<file path="config.mk">
export PLATFORM = sky130hd
export DESIGN_NAME = stress_accumulator
export DESIGN_NICKNAME = d
export VERILOG_FILES = /design/src/rtl/moody_pkg.sv /design/src/rtl/stimulus_popcount.sv /design/src/rtl/stress_accumulator.sv
export SDC_FILE = /design/constraint.sdc
export NUM_CORES = 1
export LEC_CHECK = 0
export CAP_MARGIN = 10
export CORE_ASPECT_RATIO = 1.25
export CORE_MARGIN = 3
export CORE_UTILIZATION = 55
export DETAILED_ROUTE_END_ITERATION = 8
export MAX_ROUTING_LAYER = met4
export PLACE_DENSITY = 0.8
export SYNTH_ARGS = -nofsm -noshare
export SYNTH_HDL_FRONTEND = slang
export SYNTH_HIERARCHICAL = 1
export SYNTH_SLANG_ARGS = --single-unit
</file>
<file path="constraint.sdc">
create_clock -name clk -period 12.9 [get_ports clk]
set_input_delay 3.225 -clock clk [delete_from_list [all_inputs] [get_ports clk]]
set_output_delay 3.225 -clock clk [all_outputs]
set_load 0.01 [all_outputs]
</file>
<file path="src/rtl/moody_pkg.sv">
// moody_pkg: definitions shared by the emotion regulators.
//   reg_state_t      regulator state (IDLE, COOLDOWN)
//   DEFAULT_*        default sizing and threshold constants
//   popcount16()     count of set bits in a 16-bit vector
//   cnt_width()      counter width able to hold 0..max_val, never below 1
package moody_pkg;

  typedef enum logic {
    IDLE     = 1'b0,
    COOLDOWN = 1'b1
  } reg_state_t;

  localparam int DEFAULT_NUM_STIMULI    = 7;
  localparam int DEFAULT_ACC_WIDTH      = 8;
  localparam int DEFAULT_INC_THRESHOLD  = 16;
  localparam int DEFAULT_QUIET_TICKS    = 8;
  localparam int DEFAULT_COOLDOWN_TICKS = 4;

  function automatic logic [4:0] popcount16(input logic [15:0] v);
    logic [4:0] c;
    c = '0;
    for (int i = 0; i < 16; i++) begin
      c = c + 5'(v[i]);
    end
    return c;
  endfunction

  // A zero-length counter is not legal, so a zero maximum still gets one bit.
  function automatic int cnt_width(input int max_val);
    return (max_val < 1) ? 1 : $clog2(max_val + 1);
  endfunction

endpackage

</file>
<file path="src/rtl/stimulus_popcount.sv">
// stimulus_popcount: combinational count of active stimulus flags.
//   stimuli  in   NUM_STIMULI  active-high flags, each weight 1
//   count    out  clog2(N+1)   number of flags set
module stimulus_popcount
  import moody_pkg::*;
#(
  parameter int NUM_STIMULI = DEFAULT_NUM_STIMULI
) (
  input  logic [NUM_STIMULI-1:0]         stimuli,
  output logic [$clog2(NUM_STIMULI+1)-1:0] count
);

  localparam int CNT_W = $clog2(NUM_STIMULI + 1);

  // NUM_STIMULI is at most 15, so widening to 16 bits never drops a flag.
  assign count = CNT_W'(popcount16(16'(stimuli)));

endmodule

</file>
<file path="src/rtl/stress_accumulator.sv">
// stress_accumulator: integrates binary stimuli into a leaky, saturating
// level and emits rate-limited single-cycle inc/dec pulses, merged with
// sleep-controller override requests. State advances only when tick=1.
//   clk, rst_n            clock; synchronous active-low reset
//   tick                  evaluation enable
//   sleep_controller_inc  override request for an inc pulse
//   sleep_controller_dec  override request for a dec pulse
//   stimuli               active-high stimulus flags
//   stress_inc/dec        registered one-clock pulses
//   level                 current accumulator value
//   busy                  high while in COOLDOWN
module stress_accumulator
  import moody_pkg::*;
#(
  parameter int NUM_STIMULI    = DEFAULT_NUM_STIMULI,
  parameter int ACC_WIDTH      = DEFAULT_ACC_WIDTH,
  parameter int INC_THRESHOLD  = DEFAULT_INC_THRESHOLD,
  parameter int QUIET_TICKS    = DEFAULT_QUIET_TICKS,
  parameter int COOLDOWN_TICKS = DEFAULT_COOLDOWN_TICKS
) (
  input  logic                   clk,
  input  logic                   rst_n,
  input  logic                   tick,
  input  logic                   sleep_controller_inc,
  input  logic                   sleep_controller_dec,
  input  logic [NUM_STIMULI-1:0] stimuli,
  output logic                   stress_inc,
  output logic                   stress_dec,
  output logic [ACC_WIDTH-1:0]   level,
  output logic                   busy
);

  localparam int CNT_W = $clog2(NUM_STIMULI + 1);
  // Sum width covers level+p even when p can exceed the accumulator range.
  localparam int SUM_W = ((ACC_WIDTH > CNT_W) ? ACC_WIDTH : CNT_W) + 1;
  localparam int Q_W   = cnt_width(QUIET_TICKS);
  localparam int CD_W  = cnt_width(COOLDOWN_TICKS);

  localparam logic [ACC_WIDTH-1:0] ACC_MAX   = '1;
  localparam logic [ACC_WIDTH-1:0] THRESH    = ACC_WIDTH'(INC_THRESHOLD);
  localparam logic [Q_W-1:0]       QUIET_MAX = Q_W'(QUIET_TICKS);
  localparam logic [CD_W-1:0]      CD_LOAD   = CD_W'(COOLDOWN_TICKS);

  reg_state_t           state_q, state_d;
  logic [ACC_WIDTH-1:0] level_q, level_d, acc_next;
  logic [Q_W-1:0]       quiet_q, quiet_d, quiet_next;
  logic [CD_W-1:0]      cd_q, cd_d;
  logic                 inc_q, dec_q, inc_d, dec_d;
  logic [CNT_W-1:0]     pop;
  logic [SUM_W-1:0]     sum;

  stimulus_popcount #(.NUM_STIMULI(NUM_STIMULI)) u_popcount (
    .stimuli (stimuli),
    .count   (pop)
  );

  // NOTE: every variable gets a default at the top of the block so no path
  // leaves it unassigned; otherwise synthesis infers a latch.
  always_comb begin
    sum        = SUM_W'(level_q) + SUM_W'(pop);
    acc_next   = level_q;
    quiet_next = quiet_q;
    level_d    = level_q;
    quiet_d    = quiet_q;
    cd_d       = cd_q;
    state_d    = state_q;
    inc_d      = 1'b0;
    dec_d      = 1'b0;

    // Saturating rise on any activity, one-per-tick leak when quiet.
    if (pop != '0) begin
      acc_next   = (sum > SUM_W'(ACC_MAX)) ? ACC_MAX : sum[ACC_WIDTH-1:0];
      quiet_next = '0;
    end else begin
      acc_next   = (level_q != '0) ? level_q - ACC_WIDTH'(1) : '0;
      quiet_next = (quiet_q < QUIET_MAX) ? quiet_q + Q_W'(1) : QUIET_MAX;
    end

    level_d = acc_next;
    quiet_d = quiet_next;

    // Conflicting sleep requests cancel each other and fall through to the
    // autonomous rules.
    if (sleep_controller_inc && !sleep_controller_dec) begin
      inc_d = 1'b1;
      if (acc_next >= THRESH) level_d = acc_next - THRESH;
    end else if (sleep_controller_dec && !sleep_controller_inc) begin
      dec_d   = 1'b1;
      quiet_d = '0;
    end else if (state_q == IDLE && acc_next >= THRESH) begin
      inc_d   = 1'b1;
      level_d = acc_next - THRESH;
    end else if (state_q == IDLE && quiet_next == QUIET_MAX) begin
      dec_d   = 1'b1;
      quiet_d = '0;
    end

    if (inc_d || dec_d) begin
      cd_d    = CD_LOAD;
      state_d = (COOLDOWN_TICKS == 0) ? IDLE : COOLDOWN;
    end else if (state_q == COOLDOWN) begin
      // cd_q is at least 1 whenever COOLDOWN is occupied.
      cd_d = cd_q - CD_W'(1);
      if (cd_q == CD_W'(1)) state_d = IDLE;
    end
  end

  // NOTE: state registers use non-blocking assignments so every flop samples
  // the pre-edge values, independent of statement order.
  always_ff @(posedge clk) begin
    if (!rst_n) begin
      state_q <= IDLE;
      level_q <= '0;
      quiet_q <= '0;
      cd_q    <= '0;
      inc_q   <= 1'b0;
      dec_q   <= 1'b0;
    end else if (tick) begin
      state_q <= state_d;
      level_q <= level_d;
      quiet_q <= quiet_d;
      cd_q    <= cd_d;
      inc_q   <= inc_d;
      dec_q   <= dec_d;
    end else begin
      // Pulses are one clock wide even across idle clocks.
      inc_q <= 1'b0;
      dec_q <= 1'b0;
    end
  end

  assign stress_inc = inc_q;
  assign stress_dec = dec_q;
  assign level      = level_q;
  assign busy       = (state_q == COOLDOWN);

endmodule

</file>
==> impl_metrics.py <==
metrics = {
    "status": {
        "status": "finished clean",
    },
    "clock_tree": {
        "h-tree-depth": 1,
        "cts_hold_buf": 0,
        "cts_resized": 0,
        "clk_latency_ns": 0.29,
        "clk_path_buf_depth": 2,
        "cts.clk_slew.worst_paths_ns": 0.11,
        "root_buffer": "clkbuf_4",
        "clock_sinks": 18,
        "cts_tree": "built",
        "post_cts_buffers": 0,
        "numCtsBuffers": 3,
    },
    "power": {
        "p_total_uw": 289,
        "p_comb_share_pct": 58.6,
        "intPower_uw": 156,
        "powerDensity_mw_per_mm2": 155,
        "peakVddDrop_uv": 101,
        "clkPwrFrac_pct": 12.2,
        "seq_power_share_pct": 29.2,
        "switching_power_uw": 133,
        "p_leak_uw": 0.000695,
        "swShare_pct": 46.0,
    },
    "finish": {
        "layout-drive-gt1-share_pct": 5.88,
        "diodes": 0,
        "areaGrowthSynthToFinish_pct": 15.0,
        "final_common_cell": "clkdlybuf4s50_1",
        "utilization_pct": 67.6,
        "final_area_mm2": 0.00187,
        "layout_common_cells": "clkdlybuf4s50_1 (22), nor2_1 (19), dfxtp_1 (18)",
        "num-nets-final": 247,
    },
    "critical_path": {
        "cp.required_ns": 13.13,
        "worstSetupPathType": "in -> reg",
        "crit_path_max_fanout": 7,
        "worstPathArrival_ns": 8.43,
        "worst_setup_path_start_kind": "input pin",
        "cp-end-kind": "flip-flop",
    },
    "placement": {
        "place_hpwl_um": 3230,
        "placed_cell_area_mm2": 0.00183,
        "port_buffers": 22,
        "place_congestion": 1.05,
    },
    "sta": {
        "setup_viol": 0,
        "tns_ns": 0,
        "finalHoldViolations": 0,
        "rsz0062_at_grt": "no",
        "relSlewSlack_pct": 32.2,
        "post-route-period-util_pct": 63.6,
        "min_period_ns": 8.20,
        "slew_viol_final": 0,
        "skew_ns": 0.00324,
        "max_freq_ghz": 0.122,
        "tightest_slew_ns": 1.00,
    },
    "synthesis": {
        "yosysTopAreaCellShare_pct": 22.2,
        "synth_cells": 208,
        "ys_ff_latch": 18,
        "synth_warnings": 6,
        "avgSynthCellArea_um2": 7.80,
        "yosysSeqAreaShare_pct": 22.2,
        "yosysTopAreaCell": "dfxtp_1",
        "ys_types": 53,
        "synth_edf_count": 0,
        "syn-num-nets": 233,
        "synthTopCellsByArea": "dfxtp_1 (22%), fa_1 (6.2%), ha_1 (6.2%), nor2_1 (4.4%), a21oi_1 (4.3%)",
        "async_flop_share_pct": 0,
        "synthFlopType": "dfxtp_1",
        "syn-cell-area_mm2": 0.00162,
    },
    "global_route": {
        "antenna_found_initial": 0,
        "grt-ovfl-total": 0,
        "grt_pass1_wl_um": 7120,
        "grt_max_degree": 25,
        "track_usage_pct": 26.3,
        "grt_pass1_vias": 1655,
    },
    "die": {
        "core_area_mm2": 0.00276,
        "rows": 21,
        "die_y_um": 66.7,
        "fp.dieW_um": 54.6,
        "ios": 23,
        "design.die.area_mm2": 0.00364,
        "initial_utilization_pct": 58.8,
    },
    "run": {
        "drv_cap": 0,
    },
    "min_path": {
        "min_path_type": "reg -> reg",
    },
    "detailed_routing": {
        "dr.pass1.iters": 5,
        "drc": 0,
        "wire_per_inst_um": 17.1,
        "drt_iter0_drc": 147,
        "vias_per_cell": 6.80,
        "dr_total_vias": 1734,
        "ant_nets": 0,
        "wirelength_um": 4350,
    },
}
## critical path, stage by stage
cell	delay [ns]
clkdlybuf4s50_1	0.45
inv_1	0.05
fa_1	0.49
fa_1	0.49
inv_1	0.05
fa_1	0.37
fa_1	0.55
fa_1	0.49
a21oi_1	0.34
or4_1	0.17
o21ai_0	0.07
nor3_1	0.62
ha_1	0.29
nand3_1	0.17
or4_1	0.47
a21oi_1	0.14
## per-stage QoR
step | hold slack, ns | worst slack (ns) | std cells
after CTS | 0.511 | 4.77 | 255
after detailed placement | 0.497 | 4.48 | 251
final | 0.526 | 4.70 | 255
after global routing | 0.546 | 4.50 | 255
after floorplan | 0.471 | 5.39 | 208
after global placement | 0.485 | 4.55 | 251
## flip-flops by register name, indices dropped and copies added, names as in the netlist
signal / count
level: 8
quiet_q: 4
busy: 1
stress_inc: 1
stress_dec: 1
cd_q: 3
## power groups by stage
stage	combinational [uW]	sequential [uW]	clock (uW)
final	169	84.6	35.3
after global routing	186	85.8	37.8
after CTS	166	83.3	35.3
after detailed placement	165	84.5	0
after global placement	161	84.3	0
after floorplan	127	75.7	0
## path summary, 6_finish.rpt
kind | from | endpoint | slack, ns | depth (start not counted)
worst max-delay path | stimuli[0] | level[4]$_SDFFE_PN0P_ | 4.70 | 16
worst min-delay path | quiet_q[1]$_SDFFE_PN0P_ | quiet_q[1]$_SDFFE_PN0P_ | 0.53 | 2
worst max register to register | level[0]$_SDFFE_PN0P_ | level[4]$_SDFFE_PN0P_ | 9.50 | 10
worst min register to register | quiet_q[1]$_SDFFE_PN0P_ | quiet_q[1]$_SDFFE_PN0P_ | 0.53 | 2
## final cells by class
type | count | area (um^2)
fillers | 241 | 893
inverters | 17 | 63.8
flip-flops and latches | 18 | 360
well taps | 34 | 42.5
repair buffers | 22 | 220
clock buffers | 4 | 36.3
multi-input cells | 160 | 1140
## Yosys cell counts (all sizes together) (3+ instances only)
cell type,number
nor2,19
dfxtp,18
inv,17
a21oi,14
nand2,11
nand3,11
nor3,11
o21ai,10
ha,8
clkbuf,7
buf,6
fa,5
o41ai,5
a21o,4
a221oi,4
a41oi,4
or3,4
a211oi,3
a31oi,3
and3,3
nand2b,3
nor2b,3
nor4,3
nor4b,3
## per-layer routing
layer / up-vias / GRT usage, % / share of wire, %
met1: 814 / 28.2 / 39
met2: 92 / 45.7 / 52
met3: 19 / 2.46 / 6.4
met4: 0 / 14.3 / 3.1
met5: - / - / 0
li1: 809 / - / -
## cell families (layout without fill, tap and decap cells)
kind of cell    after synthesis  in the layout  synth area share, %
flops                        18             18                 22.2
buf+inv                      30             43                 7.40
simple gates                 83             83                 28.8
xor+xnor                      1              1                0.540
compound gates               62             62                 28.1
fa+ha+maj                    13             13                 12.3
mux                           1              1                0.694
Note: power is estimated with default switching activity, not from simulation.
